**config.mk**
```make
export PLATFORM = sky130hd
export DESIGN_NAME = cordic_vec_ctrl
export DESIGN_NICKNAME = d
export VERILOG_FILES = /design/src/rtl/cordic_vec_ctrl.sv
export SDC_FILE = /design/constraint.sdc
export NUM_CORES = 1
export LEC_CHECK = 0
export BUFFER_PORTS_ARGS = -buffer_cell sky130_fd_sc_hd__buf_2
export CORE_AREA = 2 2 39 41
export CTS_BUF_LIST = sky130_fd_sc_hd__clkbuf_16
export DETAILED_ROUTE_END_ITERATION = 7
export DIE_AREA = 0 0 41 43
export PLACE_DENSITY_LB_ADDON = 0.1
export SYNTH_ARGS = -nofsm -noshare
export SYNTH_HDL_FRONTEND = slang
export SYNTH_SLANG_ARGS = --single-unit
```
**constraint.sdc**
```tcl
create_clock -name clk -period 2 [get_ports clk]
set_input_delay 0.2 -clock clk [delete_from_list [all_inputs] [get_ports clk]]
set_output_delay 0.2 -clock clk [all_outputs]
set_load 0.01 [all_outputs]
```
**src/rtl/cordic_vec_ctrl.sv**
```systemverilog
// Sequencer for an iterative CORDIC vectoring datapath: load, quadrant
// pre-rotation, ITERATIONS micro-rotations steered by sign(y), then done.
module cordic_vec_ctrl #(
  parameter int WORD_WIDTH = 16,
  parameter int ITERATIONS = 16,
  parameter int ITER_WIDTH = 4
) (
  input  logic                  clk,
  input  logic                  rst,
  input  logic                  start,
  input  logic                  abort,
  input  logic                  sign_x,
  input  logic                  sign_y,
  output logic                  ready,
  output logic                  busy,
  output logic                  load,
  output logic                  pre_rot,
  output logic                  iter_en,
  output logic [ITER_WIDTH-1:0] iter,
  output logic                  dir,
  output logic                  done
);

  generate
    if (ITERATIONS < 1 || ITERATIONS > (1 << ITER_WIDTH)) begin : g_bad_iterations
      $error("cordic_vec_ctrl: ITERATIONS out of range for ITER_WIDTH");
    end
    if (WORD_WIDTH < 2) begin : g_bad_word_width
      $error("cordic_vec_ctrl: WORD_WIDTH too small for a signed datapath");
    end
  endgenerate

  localparam logic [ITER_WIDTH-1:0] ITER_LAST = ITER_WIDTH'(ITERATIONS - 1);

  typedef enum logic [2:0] {
    IDLE = 3'd0,
    LOAD = 3'd1,
    QUAD = 3'd2,
    ITER = 3'd3,
    DONE = 3'd4
  } state_t;

  state_t                  state;
  state_t                  state_nxt;
  logic [ITER_WIDTH-1:0]   iter_cnt;
  logic [ITER_WIDTH-1:0]   iter_cnt_nxt;

  always_ff @(posedge clk) begin
    if (rst) begin
      state    <= IDLE;
      iter_cnt <= '0;
    end else begin
      state    <= state_nxt;
      iter_cnt <= iter_cnt_nxt;
    end
  end

  // The counter only ever advances inside ITER and is cleared on every exit,
  // so it reads 0 in all other states and cannot wrap.
  always_comb begin
    state_nxt    = state;
    iter_cnt_nxt = '0;
    case (state)
      IDLE: begin
        if (start && !abort) state_nxt = LOAD;
      end
      LOAD: begin
        state_nxt = abort ? IDLE : QUAD;
      end
      QUAD: begin
        state_nxt = abort ? IDLE : ITER;
      end
      ITER: begin
        if (abort) begin
          state_nxt = IDLE;
        end else if (iter_cnt == ITER_LAST) begin
          state_nxt = DONE;
        end else begin
          iter_cnt_nxt = iter_cnt + 1'b1;
        end
      end
      DONE: begin
        state_nxt = IDLE;
      end
      default: begin
        state_nxt = IDLE;
      end
    endcase
  end

  // Strobes decode from state; pre_rot and dir pass the datapath sign bits
  // through only in the state that consumes them.
  always_comb begin
    ready   = (state == IDLE);
    busy    = (state != IDLE);
    load    = (state == LOAD);
    pre_rot = (state == QUAD) && sign_x;
    iter_en = (state == ITER);
    iter    = iter_cnt;
    dir     = (state == ITER) && sign_y;
    done    = (state == DONE);
  end

endmodule

```
==> results.toml, run 1 <==
[outcome]
outcome = "finished, final reports clean"

[logic_synthesis]
ys_seq_area_share_pct = 40.14
synth-seq-cells = 7
synthCells = 38
synth.distinct_cells = 24
postSynthAreaPerCell_sq_um = 9.186
syn-num-nets = 45
synth_warnings = 0
syn_area_sq_um = 349.1

[cts]
cts_max_level = 1
clock-root-buffer = "clkbuf_16"
hold_buffers = 0
cts.sinks = 7
clk_transition_reported_paths_ns = 0.03
cts_tree = "done"
cts_resized = 0
post-cts-setup-buffer-count = 0
worst_skew_pair.late_latency_ns = 0.23
cts.path.max_buffers = 2
cts_buffers = 3

[cells_and_area]
num_antenna_cells = 0
drive_gt1_share_pct = 42.11
layout.nets = 65
syn_to_final_growth_pct = 48.03
n_fill_cell = 145
utilization_pct = 37.34

[power]
p_per_area_nw_per_um2 = 987.7
ir_drop_mv = 0.4542
p_leak_uw = 0.0002360

[route]
wire_per_inst_um = 10.34
first_pass_iters = 2
drt_iter0_markers = 4
postRouteAntennaNets = 0
num_vias = 343
wirelength_um = 755
drc = 0
viasPerCell = 4.699

[sta]
fin_worst_skew_ns = 0.0007732
hold_slack_ns = 0.2546
slew_violations = 0
rsz0062_at_grt = "no"
fin_crit_sh_pct = 70.19
worst_pin_slew_ns = 0.3096
setup_viol_count_final = 0
fin_setup_tns_ns = 0
fin_ws_ns = 0.5962
layout_min_cycle_time_ns = 1.404
slew_headroom_pct = 79.31
final_hold_viol_count = 0
max_freq_ghz = 0.7124

[global_route]
grt_pass1_wl_um = 1090
antenna_found_initial = 0
grt_max_degree = 10
grt_overflow = 0
grt_pass1_vias = 269
grt_use_total_pct = 9.438

[worst_setup_path]
rr_worst_depth = 4
r2r_slack_ns = 0.87
critPathArrivalTime_ns = 1.20
start_kind = "register"
critPathKind = "reg2out"
crit_fanout = 7
cp.required_ns = 1.80
cp-end-kind = "primary output"

[place]
portBuffers = 16
dp_hpwl_um = 571.1
place_congestion = 0.6196
post-place-ws_ns = 0.8307

[floorplan]
die_area_sq_um = 1763
die_y_um = 43
chipWidth_um = 41
ios = 17
start_util_pct = 25.23
rows = 14
core_region_area_sq_um = 1384

[run]
drv_cap = 0

[hold_path]
hp-class = "in2reg"
whs_path_depth = 3
-- through the flow --
step / area [sq um] / instances / total power [uW]
2_1_floorplan: 349.1 / 38 / 170.5
3_3_place_gp: 437.9 / 69 / 185.3
3_5_place_dp: 437.9 / 69 / 185.1
4_1_cts: 516.7 / 73 / 520.0
5_1_grt: 516.7 / 73 / 535.2
6_report: 516.7 / 73 / 510.4
-- cells by family (layout without fill, tap and decap cells) --
| logic type | after synthesis | count (layout) | synth area share (%) |
|---|---|---|---|
| AOI/OAI and AO/OA | 8 | 8 | 14.70 |
| xor gates and xnor gates | 1 | 1 | 2.509 |
| adders and majority gates | 1 | 1 | 3.584 |
| buffers and inverters | 3 | 22 | 5.377 |
| DFF | 7 | 7 | 40.14 |
| and+or+nand+nor | 18 | 18 | 33.69 |
-- synthesized netlist by cell type, drive strengths merged --
library cell  n  area, sq um
or3           1        6.260
a2111oi       1        10.01
and3          1        6.260
and3b         1        10.01
nand2b        1        6.260
xnor2         1        8.760
nor3          3        20.02
a31oi         2        12.51
nor2          3        11.26
dfxtp         7        140.1
inv           2        7.510
nand3         1        5.000
ha            1        12.51
a21oi         3        18.77
and2          1        6.260
nand4b        1        8.760
nand2         2        10.01
o21ai         2        10.01
nor3b         3        27.52
buf           1        11.26
-- cell usage in the layout (no fill, tap or decap), drive strengths merged --
cell      n
nand2b    1
a31oi     2
nor3b     3
and3      1
inv       3
nand2     2
nand4b    1
dfxtp     7
clkbuf    3
o21ai     2
a21oi     3
ha        1
a2111oi   1
nand3     1
buf      16
and3b     1
or3       1
nor3      3
and2      1
nor2      3
xnor2     1
-- state kept, by name, indices dropped and copies added, names as in the netlist --
signal and cells:
iter 4, state 3
-- layout make-up --
type	instances	area (sq um)	area share, %
multi-input cells	28	190.2	36.80
well taps	16	20.02	3.874
inverters	2	7.507	1.453
clock inverters	1	3.754	0.7264
repair buffers	16	80.08	15.50
clock buffers	3	75.07	14.53
flip-flops and latches	7	140.1	27.12
-- where the power goes --
| part | internal [uW] | total, uW | switching, uW | leakage (uW) |
|---|---|---|---|---|
| clock network | 259 | 328 | 68.7 | 0.0000423 |
| registers | 144 | 150 | 5.94 | 0.0000566 |
| logic | 16.4 | 32.8 | 16.4 | 0.000137 |
-- path summary, 6_finish.rpt --
kind / startpoint / to
worst min-delay path: start / state[0]
worst min register to register: iter[0] / iter[0]
worst max-delay path: state[2] / ready
worst max register to register: iter[0] / state[0]
-- metal layers --
metal	up-vias	GRT usage [%]	part of all wire, %
li1	176	-	-
met2	16	11.88	42
met3	2	3.141	9.4
met1	149	12.22	47
met4	0	8.000	0.79
met5	-	0	0
-- critical path, cell delays in order, from the launching register on --
cell     delay [ns]
dfxtp_1        0.35
or3_1          0.40
inv_1          0.09
buf_2          0.13
(Power assumes the default switching activity.)
==> run 2: changes to the inputs <==
clock period = 1.4 ns   (was 2 ns; I/O delays follow)
==> results.toml, run 2 (same netlist as run 1, synthesis figures left out) <==
[sta]
worst_pin_slew_ns = 0.3081
slew_headroom_pct = 79.41
fin_worst_skew_ns = 0.0004237
max_freq_ghz = 0.7542
fin_setup_tns_ns = 0
hold_slack_ns = 0.1948
layout_min_cycle_time_ns = 1.326
slew_violations = 0
rsz0062_at_grt = "no"
setup_viol_count_final = 0
fin_crit_sh_pct = 94.71
final_hold_viol_count = 0
fin_ws_ns = 0.07412

[route]
wl_met1_um = 395
first_pass_iters = 2
wl_met3_um = 68
wire_per_inst_um = 11.32
postRouteAntennaNets = 0
viasPerCell = 4.781
drt_iter0_markers = 4
top_layer = "met4"
num_vias = 349
wirelength_um = 826
met2_length_um = 355
drc = 0

[place]
place_congestion = 0.6420
post-place-ws_ns = 0.2205
portBuffers = 16
dp_hpwl_um = 625.3

[cells_and_area]
final_cell_mix = "buf_2 (16), dfxtp_1 (7), inv_1 (3), nor2_1 (3), clkbuf_16 (3)"
register_area_sq_um = 140.1
multi_input_area_sq_um = 190.2
largest_register_ff_count = 4
n_fill_cell = 152
num_antenna_cells = 0
drive_gt1_share_pct = 42.11
final_common_cell = "buf_2"
syn_to_final_growth_pct = 48.03
layout.nets = 65

[cts]
cts_max_level = 1
cts.sinks = 7
cts_resized = 0
cts_buffers = 3
cts_tree = "done"
worst_skew_pair.late_latency_ns = 0.23
clock-root-buffer = "clkbuf_16"
cts.path.max_buffers = 2
hold_buffers = 0
post-cts-setup-buffer-count = 0
clk_transition_reported_paths_ns = 0.03

[worst_setup_path]
critPathArrivalTime_ns = 1.19
critPathKind = "reg2out"
start_kind = "register"
crit_fanout = 7
r2r-start = "iter[0]"
cp.required_ns = 1.26
cp-end-kind = "primary output"
critPathLaunch = "state[2]"

[power]
ir_drop_mv = 0.7376
p_per_area_nw_per_um2 = 1414
p_leak_uw = 0.0002360

[global_route]
antenna_found_initial = 0
grt_use_total_pct = 11.28
grt_overflow = 0
grt_pass1_vias = 352
grt_max_degree = 10
grt_pass1_wl_um = 1393

[outcome]
outcome = "finished, final reports clean"

[floorplan]
start_util_pct = 25.23
ios = 17
die_y_um = 43
die_area_sq_um = 1763
rows = 14
core_region_area_sq_um = 1384
chipWidth_um = 41

[hold_path]
hp-class = "in2reg"
hp-start = "start"

[run]
drv_cap = 0
run 2: worst paths after layout:
check | endpoint | slack (ns) | cells after the start
worst max-delay path | ready | 0.07 | 3
worst min-delay path | state[0] | 0.19 | 3
worst max register to register | state[0] | 0.21 | 4
worst min register to register | iter[0] | 0.53 | 1
run 2: worst max-delay path: stages, from the launching register on:
cell and delay, ns:
dfxtp_1 0.34, or3_1 0.39, inv_1 0.09, buf_2 0.13
run 2: cell type report:
class | instances | share of cell area (%)
Clock buffer | 3 | 14.53
Clock inverter | 1 | 0.7264
Inverter | 2 | 1.453
Multi-Input combinational cell | 28 | 36.80
Sequential cell | 7 | 27.12
Tap cell | 16 | 3.874
Timing Repair Buffer | 16 | 15.50
run 2: report_power, final:
part           total [uW]  internal [uW]  leakage, uW  switching, uW
Combinational        48.4           23.5     0.000137           24.9
Sequential            213            205    0.0000566           8.05
Clock                 469            370    0.0000423           98.8
run 2: metal layers:
metal	global-route usage [%]	up-vias
met3	3.665	2
met4	6.000	0
li1	-	174
met5	0	-
met2	15.94	14
met1	14.61	159
run 2: metrics by stage:
stage                     total power, uW  util (%)  cells  area (sq um)
after floorplan                     243.6         -     38         349.1
after global placement              265.4     31.65     69         437.9
after detailed placement            265.1     31.65     69         437.9
after CTS                           741.3     37.34     73         516.7
after global routing                761.7     37.34     73         516.7
final                               730.9     37.34     73         516.7
